$ cat src/rtl/pipeline_stall_ctrl.sv
// Stall/flush controller for the 5-stage pipeline: prioritised stage enables,
// saturating event counters and a data-memory stall watchdog with sticky error.
module pipeline_stall_ctrl #(
    parameter int CNT_WIDTH = 32,
    parameter int TIMEOUT   = 1024,
    parameter int TO_WIDTH  = 11
) (
    input  logic                 clk_i,
    input  logic                 rst_i,
    input  logic                 bubble_i,
    input  logic                 flush_i,
    input  logic                 mem_stall_i,
    output logic                 PC_write_o,
    output logic                 IF_ID_write_o,
    output logic                 IF_ID_flush_o,
    output logic                 ID_EX_write_o,
    output logic                 ID_EX_bubble_o,
    output logic                 EX_MEM_write_o,
    output logic                 MEM_WB_bubble_o,
    output logic [CNT_WIDTH-1:0] stall_cnt_o,
    output logic [CNT_WIDTH-1:0] bubble_cnt_o,
    output logic [CNT_WIDTH-1:0] flush_cnt_o,
    output logic                 error_o,
    output logic [1:0]           state_o
);

    typedef enum logic [1:0] {
        ST_RUN      = 2'd0,
        ST_MEM_WAIT = 2'd1,
        ST_HANG     = 2'd2
    } state_t;

    state_t                state_q, state_d;
    logic [TO_WIDTH-1:0]   wdog_q, wdog_d;
    logic                  error_q, error_d;
    logic [CNT_WIDTH-1:0]  stall_cnt_q, stall_cnt_d;
    logic [CNT_WIDTH-1:0]  bubble_cnt_q, bubble_cnt_d;
    logic [CNT_WIDTH-1:0]  flush_cnt_q, flush_cnt_d;

    function automatic logic [CNT_WIDTH-1:0] sat_inc(input logic [CNT_WIDTH-1:0] v,
                                                     input logic inc);
        if (inc && (v != {CNT_WIDTH{1'b1}}))
            return v + CNT_WIDTH'(1);
        return v;
    endfunction

    // One priority level per cycle; a frozen pipeline holds bubble/flush requests
    // so they are simply re-evaluated once the memory stall releases.
    always_comb begin
        PC_write_o      = 1'b1;
        IF_ID_write_o   = 1'b1;
        IF_ID_flush_o   = 1'b0;
        ID_EX_write_o   = 1'b1;
        ID_EX_bubble_o  = 1'b0;
        EX_MEM_write_o  = 1'b1;
        MEM_WB_bubble_o = 1'b0;
        if (mem_stall_i) begin
            PC_write_o      = 1'b0;
            IF_ID_write_o   = 1'b0;
            ID_EX_write_o   = 1'b0;
            EX_MEM_write_o  = 1'b0;
            MEM_WB_bubble_o = 1'b1;
        end else if (bubble_i) begin
            PC_write_o     = 1'b0;
            IF_ID_write_o  = 1'b0;
            ID_EX_bubble_o = 1'b1;
        end else if (flush_i) begin
            IF_ID_flush_o = 1'b1;
        end
    end

    always_comb begin
        stall_cnt_d  = sat_inc(stall_cnt_q, mem_stall_i);
        bubble_cnt_d = sat_inc(bubble_cnt_q, ID_EX_bubble_o);
        flush_cnt_d  = sat_inc(flush_cnt_q, IF_ID_flush_o);
    end

    always_ff @(posedge clk_i) begin
        if (rst_i) begin
            state_q      <= ST_RUN;
            wdog_q       <= '0;
            error_q      <= 1'b0;
            stall_cnt_q  <= '0;
            bubble_cnt_q <= '0;
            flush_cnt_q  <= '0;
        end else begin
            state_q      <= state_d;
            wdog_q       <= wdog_d;
            error_q      <= error_d;
            stall_cnt_q  <= stall_cnt_d;
            bubble_cnt_q <= bubble_cnt_d;
            flush_cnt_q  <= flush_cnt_d;
        end
    end

    // Watchdog counts consecutive stalled cycles; the cycle that reaches
    // TIMEOUT moves to HANG and latches the error until reset.
    always_comb begin
        state_d = state_q;
        wdog_d  = wdog_q;
        error_d = error_q;
        case (state_q)
            ST_RUN: begin
                if (mem_stall_i) begin
                    state_d = ST_MEM_WAIT;
                    wdog_d  = TO_WIDTH'(1);
                end else begin
                    wdog_d = '0;
                end
            end
            ST_MEM_WAIT: begin
                if (!mem_stall_i) begin
                    state_d = ST_RUN;
                    wdog_d  = '0;
                end else begin
                    wdog_d = wdog_q + TO_WIDTH'(1);
                    if (wdog_d == TO_WIDTH'(TIMEOUT)) begin
                        state_d = ST_HANG;
                        error_d = 1'b1;
                    end
                end
            end
            ST_HANG: begin
                if (!mem_stall_i) begin
                    state_d = ST_RUN;
                    wdog_d  = '0;
                end
            end
            default: begin
                state_d = ST_RUN;
                wdog_d  = '0;
            end
        endcase
    end

    always_comb begin
        state_o      = state_q;
        error_o      = error_q;
        stall_cnt_o  = stall_cnt_q;
        bubble_cnt_o = bubble_cnt_q;
        flush_cnt_o  = flush_cnt_q;
    end

endmodule

$ cat config.mk
export PLATFORM = sky130hd
export DESIGN_NAME = pipeline_stall_ctrl
export DESIGN_NICKNAME = d
export VERILOG_FILES = /design/src/rtl/pipeline_stall_ctrl.sv
export SDC_FILE = /design/constraint.sdc
export NUM_CORES = 1
export LEC_CHECK = 0
export ABC_AREA = 1
export BUFFER_PORTS_ARGS = -buffer_cell sky130_fd_sc_hd__buf_2
export CAP_MARGIN = 20
export CORE_ASPECT_RATIO = 0.7
export CORE_MARGIN = 4
export CORE_UTILIZATION = 53
export DETAILED_ROUTE_END_ITERATION = 12
export PLACE_DENSITY = 0.85
export SYNTH_ARGS = -nofsm -noshare
export SYNTH_HDL_FRONTEND = slang
export SYNTH_SLANG_ARGS = --single-unit
$ cat constraint.sdc
create_clock -name clk_i -period 5.2 [get_ports clk_i]
set_input_delay 1.04 -clock clk_i [delete_from_list [all_inputs] [get_ports clk_i]]
set_output_delay 1.04 -clock clk_i [all_outputs]
set_load 0.03 [all_outputs]
==> results of run 1 <==
[cell usage after synthesis, drive strengths merged]
| library cell | n | area (µm²) |
|---|---|---|
| ha | 4 | 50.1 |
| inv | 71 | 272 |
| xnor2 | 22 | 193 |
| nor3 | 15 | 80.1 |
| nand3b | 13 | 97.6 |
| nand2 | 420 | 1650 |
| buf | 20 | 168 |
| o21ai | 16 | 80.1 |
| nor3b | 1 | 7.51 |
| a211oi | 1 | 7.51 |
| o21bai | 3 | 22.5 |
| nor2 | 184 | 756 |
| dfxtp | 110 | 2200 |
| xor2 | 33 | 289 |
| a21oi | 90 | 450 |
| nand4 | 19 | 119 |
| nand3 | 37 | 190 |
| clkbuf | 11 | 41.3 |
[power breakdown]
part	internal, W	switching, W
Combinational	0.0000152	0.0000615
Sequential	0.000846	0.00000551
Clock	0.000371	0.000316
[flip-flops by register name (all words and copies together), names as in the netlist]
register,cells
bubble_cnt_o,32
flush_cnt_o,32
stall_cnt_o,32
wdog_q,11
state_o,2
error_o,1
[metal layers]
layer / up-vias / track usage, % / part of all wire [%]
met1: 3104 / 35.8 / 49
met4: 0 / 4.87 / 0.71
met5: - / 0 / 0
li1: 3558 / - / -
met3: 14 / 5.14 / 9.9
met2: 328 / 34.3 / 41
[how the worst min path moves through the flow]
stage / start / depth (start not counted) / endpoint / slack, ns
floorplan: wdog_q[10] / 2 / wdog_q[10] / 0.45
global placement: error_o / 2 / error_o / 0.44
detailed placement: error_o / 2 / error_o / 0.44
CTS: error_o / 2 / error_o / 0.46
global route: error_o / 2 / error_o / 0.47
finish: error_o / 2 / error_o / 0.45
[kinds of logic after synthesis]
group           count (synthesis)  share of synthesized area (%)
fa+ha+maj                       4                          0.750
buf+inv                       102                           7.20
xor+xnor                       55                           7.22
flops                         110                           33.0
compound gates                110                           8.40
simple gates                  689                           43.4
[final cells by class]
| cell class | instances | area share (%) |
|---|---|---|
| multi-input cells | 858 | 53.1 |
| flip-flops and latches | 110 | 29.3 |
| clock inverters | 5 | 0.800 |
| repair buffers | 112 | 7.53 |
| inverters | 71 | 3.62 |
| well taps | 157 | 2.62 |
| clock buffers | 9 | 3.00 |
[through the flow]
step | hold WS (ns) | std cells | util (%) | setup slack [ns]
after floorplan | 0.451 | 1070 | - | 2.26
after global placement | 0.438 | 1307 | 60.1 | 2.13
after detailed placement | 0.440 | 1308 | 60.1 | 2.12
after CTS | 0.456 | 1322 | 62.5 | 2.11
after global routing | 0.469 | 1322 | 62.5 | 2.06
final | 0.451 | 1322 | 62.5 | 2.12
[worst max-delay path, delay by kind of cell]
kind,cells,cell delay (ns)
and+or+nand+nor,1,0.49
buffers and inverters,2,0.51
==> results.yml, run 1 <==
routing:
  first_iter_violations: 641
  drc: 0
  first_pass_iters: 5
  wl_um: 17400
  vias: 7004
  vias_per_cell: 5.30
  drtAntennaViolNets: 0
  routedWlPerCell_um: 13.1
global_routing:
  grt_pass1_wl_um: 28200
  grt_pass1_vias: 5877
  antenna_found_initial: 0
  grt-ovfl-total: 0
  grt_max_degree: 83
  track_usage_pct: 23.6
placement:
  portBuffers: 110
  routabilityCongestion: 0.935
  postPlaceCellArea_um2: 7220
  hpwl_um: 12600
floorplanning:
  start_util_pct: 55.5
  die_y_um: 102
  rows: 33
  io_pins: 111
  die-area_um2: 14500
  die_w_um: 142
  coreArea_um2: 12000
critical_path:
  setup.worst_path.start: "mem_stall_i"
  critPathKind: "input port to output pin"
  crit_path_frequent_cell: "buf_2"
  worstPathMaxFanout: 14
  cp_slowest_cell: "nor2_2"
  rr_startpoint: "bubble_cnt_o[1]"
  cp-end-kind: "output pin"
  reg2reg_to: "bubble_cnt_o[31]"
  start_kind: "input port"
  max_stage_delay_ns: 0.49
  path_cells: "buf_2 > nor2_2 > buf_2"
  required_ns: 4.16
  r2r_slack_ns: 2.91
  critPathCapture: "IF_ID_flush_o"
  ff2ff_path_depth: 10
  worstPathArrival_ns: 2.04
final_layout:
  areaGrowthSynthToFinish_pct: 12.6
  multiInputGateArea_um2: 3990
  final_cell_mix: "nand2_1, nor2_1, dfxtp_1, buf_2, a21oi_1"
  diodes: 0
  drive_gt1_share_pct: 13.5
  final_cell_area_um2: 7510
  final_common_cell: "nand2_1"
  regArea_um2: 2200
  fin_nets: 1171
  n_fill_cell: 1106
sta:
  finalCritPeriodShare_pct: 59.3
  report.final.slew_viol_count: 0
  setup_violations: 0
  tightest_slew_ns: 0.889
  setup-tns-final_ns: 0
  rsz0062_at_grt: "no"
  fin_worst_skew_ns: 0.00808
  max_freq_mhz: 325
  slew_headroom_pct: 40.8
  min_period_ns: 3.08
  hold_viol: 0
synthesis:
  yosysWarnings: 0
  synth_cell_types: 29
  seq_area_frac_synth_pct: 33.0
  synthesis.area_um2: 6670
  syn_area_per_cell_um2: 6.23
  synth_cells: 1070
  synth_nets: 1079
  ys_ff_latch: 110
power:
  p_per_area_nw_per_um2: 215
  ir_drop_v: 0.000159
  p_leak_nw: 2.95
  finalPower_w: 0.00162
cts:
  cts_max_level: 3
  clk_latency_ns: 0.35
  cts.path.max_buffers: 2
  holdBufCountCts: 0
  cts_tree: "yes"
  clock_sinks: 110
  cts_buffers: 9
  cts_resized: 0
  post-cts-setup-buffer-count: 0
  cts-root-buf: "clkbuf_16"
  clk_pin_slew_ns: 0.07
status:
  status: "complete, no violations"
hold_path:
  hp-class: "flop to flop"
flow_run:
  maxCapViolCount: 0
No activity file was read; power rests on OpenSTA's default activity.
==> run 2, diff against run 1 <==
Settings changed: CORE_UTILIZATION 53 to 52, PLACE_DENSITY 0.85 to 0.86.
Clock period 5.2 ns to 2.75 ns, I/O delays scaled along.
==> run 2 against run 1 <==
  * Critical path depth increased by 2
  * Critical endpoint unchanged
  * Clock power is 96% higher
  * Sequential power up 89%
  * Largest power group unchanged
  * Global-route usage increased by 0.059 points
  * Clock-buffer cell count up 1
  * Cell count rose by 0.76%
  * Register-to-register slack got worse by 2.2 ns
==> results.yml, run 2 (synthesized netlist as in run 1, its figures left out) <==
routing:
  drc: 0
  vias: 6906
  drtAntennaViolNets: 0
  vias_per_cell: 5.18
  first_pass_iters: 5
  first_iter_violations: 671
  wl_um: 17300
  routedWlPerCell_um: 13.0
cts:
  holdBufCountCts: 0
  cts_tree: "yes"
  cts_resized: 0
  cts_max_level: 3
  post-cts-setup-buffer-count: 0
  cts-root-buf: "clkbuf_16"
  cts_buffers: 9
  cts.path.max_buffers: 2
  clk_latency_ns: 0.35
  clock_sinks: 110
  clk_pin_slew_ns: 0.07
sta:
  finalCritPeriodShare_pct: 74.5
  setup-tns-final_ns: 0
  rsz0062_at_grt: "no"
  report.final.slew_viol_count: 0
  fin_worst_skew_ns: 0.00560
  hold_viol: 0
  worst_hold_slack_ns: 0.453
  max_freq_mhz: 488
  slew_headroom_pct: 40.8
  min_period_ns: 2.05
  setup_violations: 0
  tightest_slew_ns: 0.888
floorplanning:
  coreArea_um2: 12500
  die_y_um: 103
  die_w_um: 143
  start_util_pct: 53.3
  die-area_um2: 14700
  io_pins: 111
  rows: 34
final_layout:
  areaGrowthSynthToFinish_pct: 13.3
  final_common_cell: "nand2_1"
  final_cell_mix: "nand2_1, nor2_1, dfxtp_1, buf_2, a21oi_1"
  diodes: 0
  fin_nets: 1174
  n_fill_cell: 1205
  final_cells: 1332
  fin_util_pct: 60.5
  drive_gt1_share_pct: 13.8
power:
  p_leak_nw: 2.98
  finalPower_w: 0.00311
  p_per_area_nw_per_um2: 411
  ir_drop_v: 0.000342
critical_path:
  path_cells: "buf_2 > inv_1 > nand2_1 > nor2_2 > buf_2"
  worstPathArrival_ns: 1.50
  start_kind: "input port"
  worstPathMaxFanout: 9
  critPathKind: "input port to output pin"
  crit_path_frequent_cell: "buf_2"
  max_stage_delay_ns: 0.43
  required_ns: 2.20
  cp-end-kind: "output pin"
  cp_slowest_cell: "nor2_2"
placement:
  placedCellCount: 1316
  hpwl_um: 12900
  portBuffers: 110
  routabilityCongestion: 0.941
global_routing:
  grt-ovfl-total: 0
  track_usage_pct: 23.6
  grt_pass1_wl_um: 28700
  grt_pass1_vias: 5916
  antenna_found_initial: 0
  grt_max_degree: 83
hold_path:
  hp-class: "flop to flop"
flow_run:
  maxCapViolCount: 0
status:
  status: "complete, no violations"
[run 2: cell count changes in the layout (fill, tap and decap cells not counted)]
cell,before,now
buf_4,2,5
clkinv_4,0,2
clkbuf_8,0,1
inv_6,2,1
[run 2: cell type report]
class | instances | area, µm² | share of cell area [%]
clock buffers | 10 | 239 | 3.16
clock inverters | 6 | 68.8 | 0.910
inverters | 71 | 272 | 3.59
multi-input cells | 858 | 3990 | 52.8
flip-flops and latches | 110 | 2200 | 29.1
well taps | 162 | 203 | 2.68
repair buffers | 115 | 588 | 7.78
[run 2: metrics by stage]
| step | setup WS, ns | cell area [µm²] |
|---|---|---|
| floorplan | 0.787 | 6670 |
| global placement | 0.724 | 7250 |
| detailed placement | 0.726 | 7250 |
| CTS | 0.729 | 7560 |
| global route | 0.574 | 7560 |
| finish | 0.702 | 7560 |
[run 2: critical path: cells and delay by family]
family	cells	cell delay, ns
buf+inv	3	0.46
simple gates	2	0.49
[run 2: power breakdown]
part	leakage, nW	switching [W]	internal [W]
Combinational	1.94	0.000116	0.0000314
Sequential	0.887	0.00000980	0.00160
Clock	0.149	0.000612	0.000737
Total	2.98	0.000738	0.00237
[run 2: path summary, 6_finish.rpt]
check	startpoint	endpoint	slack (ns)	depth (start not counted)
worst max-delay path	bubble_i	IF_ID_flush_o	0.70	5
worst min-delay path	error_o	error_o	0.45	2
worst max register to register	flush_cnt_o[0]	flush_cnt_o[21]	0.72	10
worst min register to register	error_o	error_o	0.45	2
[run 2: metal layers]
| metal | share of wire [%] | up-vias | track usage [%] |
|---|---|---|---|
| met2 | 41 | 243 | 34.1 |
| met4 | 1.5 | 0 | 5.57 |
| met5 | 0 | - | 0 |
| met3 | 7.6 | 18 | 4.78 |
| li1 | - | 3555 | - |
| met1 | 50 | 3090 | 36.0 |
==> run 3, diff against run 2 <==
Clock period 2.75 ns to 1.7 ns, I/O delays scaled along.
==> run 3 against run 2 <==
  * Combinational power is 120% higher
  * First-iteration DRC count is 6.1% lower
  * Utilization is 7.4 points higher
  * Non-clock buffer count up 76
  * Sequential share of layout area shrank 2.1 points
  * Critical endpoint is now flush_cnt_o[23]
==> results.yml, run 3 (synthesized netlist as in run 1, its figures left out) <==
status:
  status: "complete, no violations"
critical_path:
  critPathKind: "flop to flop"
  worstPathArrival_ns: 1.90
  worstPathMaxFanout: 25
  required_ns: 1.94
  cp_top_family: "simple AND/OR/NAND/NOR gates"
  max_stage_delay_ns: 0.36
  cp_slowest_cell: "dfxtp_4"
  path_cells: "ha_2 > nand3_2 > inv_2 > nand2_4 > nor2_4 > nand2_4 > nand2_8 > inv_6 > a21oi_1 > nor2_1"
  rr_startpoint: "flush_cnt_o[0]"
  crit_path_frequent_cell: "nand2_4"
  reg2reg_to: "flush_cnt_o[23]"
  r2r_slack_ns: 0.04
  start_kind: "flop"
  cp-end-kind: "flop"
  cp_num_buf_inv: 2
  ff2ff_path_depth: 10
placement:
  placedCellCount: 1369
  postPlaceCellArea_um2: 7800
  hpwl_um: 13800
  portBuffers: 110
  pre_cts_slack_ns: -0.0201
  routabilityCongestion: 0.937
floorplanning:
  coreArea_um2: 12500
  die-area_um2: 14700
  start_util_pct: 53.3
  rows: 34
  die_w_um: 143
  io_pins: 111
  die_y_um: 103
routing:
  wl_met2_um: 8700
  routed.top_layer: "met4"
  first_iter_violations: 630
  routedWlPerCell_um: 14.1
  drtAntennaViolNets: 0
  vias: 7544
  wl_um: 19900
  first_pass_iters: 5
  vias_per_cell: 5.36
  wl_met1_um: 8700
  drc: 0
  wl_met3_um: 2220
cts:
  cts_buffers: 9
  cts_tree: "yes"
  clock_sinks: 110
  cts_max_level: 3
  holdBufCountCts: 0
  cts-root-buf: "clkbuf_16"
  clk_pin_slew_ns: 0.07
  cts.path.max_buffers: 2
  clk_latency_ns: 0.35
flow_run:
  maxCapViolCount: 0
final_layout:
  final_cell_mix: "nand2_1, nor2_1, buf_2, a21oi_1, buf_4"
  final_common_cell: "nand2_1"
  n_fill_cell: 1100
  diodes: 0
  areaGrowthSynthToFinish_pct: 27.3
  drive_gt1_share_pct: 25.9
  fin_nets: 1251
  fin_util_pct: 67.9
  final_cell_area_um2: 8490
  final_cells: 1407
hold_path:
  hp-class: "input port to flop"
  hold_end: "bubble_cnt_o[7]"
  worstHoldStart: "rst_i"
  whs_path_depth: 3
global_routing:
  grt-ovfl-total: 0
  grt_max_degree: 69
  antenna_found_initial: 0
  grt_pass1_wl_um: 30600
  grt_pass1_vias: 6453
  track_usage_pct: 25.0
sta:
  fin_worst_skew_ns: 0.00723
  min_period_ns: 1.66
  slew_headroom_pct: 63.6
  tightest_slew_ns: 0.545
  hold_viol: 0
  setup_violations: 0
  report.final.slew_viol_count: 0
  rsz0062_at_grt: "yes"
  finalCritPeriodShare_pct: 97.5
  fin_ws_ns: 0.0429
  max_freq_mhz: 603
  worst_hold_slack_ns: 0.420
power:
  p_per_area_nw_per_um2: 572
  p_leak_nw: 3.48
  ir_drop_v: 0.000502
[run 3: cell types whose count changed in the layout (fill, tap and decap cells not counted), moves of 5 or more]
cell,before,now
nor2_2,11,19
buf_12,0,5
buf_4,5,70
dfxtp_1,110,58
nand2_1,411,405
nor2_1,168,156
dfxtp_4,0,10
a21oi_2,0,5
a21oi_1,90,85
dfxtp_2,0,42
[run 3: metrics by stage]
step | TNS, ns | total power (W)
final | 0 | 0.00486
after global routing | -0.567 | 0.00503
after CTS | 0 | 0.00486
after detailed placement | -0.0723 | 0.00294
after global placement | 0 | 0.00294
after floorplan | 0 | 0.00286
[run 3: cell type report]
class,count,area (µm²),share of cell area (%)
Multi-Input combinational cell,859,4160,49.0
Sequential cell,110,2290,27.0
Tap cell,162,203,2.39
Inverter,71,284,3.35
Clock buffer,12,246,2.90
Timing Repair Buffer,191,1300,15.3
Clock inverter,2,10.0,0.118
[run 3: how the worst max path moves through the flow]
stage / start / cells past startpoint / slack [ns] / to
6_report: flush_cnt_o[0] / 10 / 0.04 / flush_cnt_o[23]
5_1_grt: flush_cnt_o[0] / 10 / -0.06 / flush_cnt_o[23]
4_1_cts: flush_cnt_o[0] / 8 / 0.01 / flush_cnt_o[28]
3_5_place_dp: stall_cnt_o[0] / 10 / -0.02 / stall_cnt_o[19]
3_3_place_gp: bubble_cnt_o[1] / 11 / 0.03 / bubble_cnt_o[18]
2_1_floorplan: flush_cnt_o[14] / 10 / 0.0004 / flush_cnt_o[1]
[run 3: worst min-delay path, cell delays in order]
cell and delay, ns:
buf_2 0.12, buf_4 0.21, a21oi_1 0.05
[run 3: timing repair]
item / CTS / global route
endpoints found under the setup margin: 16 / 92
gates cloned: 0 / 6
pin swaps: 2 / 17
hold endpoints to repair: 0 / 0
buffers inserted: 0 / 18
resized for setup: 5 / 52
[run 3: metal layers]
layer / GRT usage [%] / up-vias
met4: 5.28 / 0
li1: - / 3727
met5: 0 / -
met3: 6.63 / 32
met2: 38.0 / 377
met1: 36.1 / 3408
[run 3: report_power, final]
group | internal (W) | total [W] | leakage, nW | switching, W
clock network | 0.00102 | 0.00193 | 0.128 | 0.000918
registers | 0.00258 | 0.00260 | 0.916 | 0.0000200
logic | 0.000106 | 0.000325 | 2.44 | 0.000219
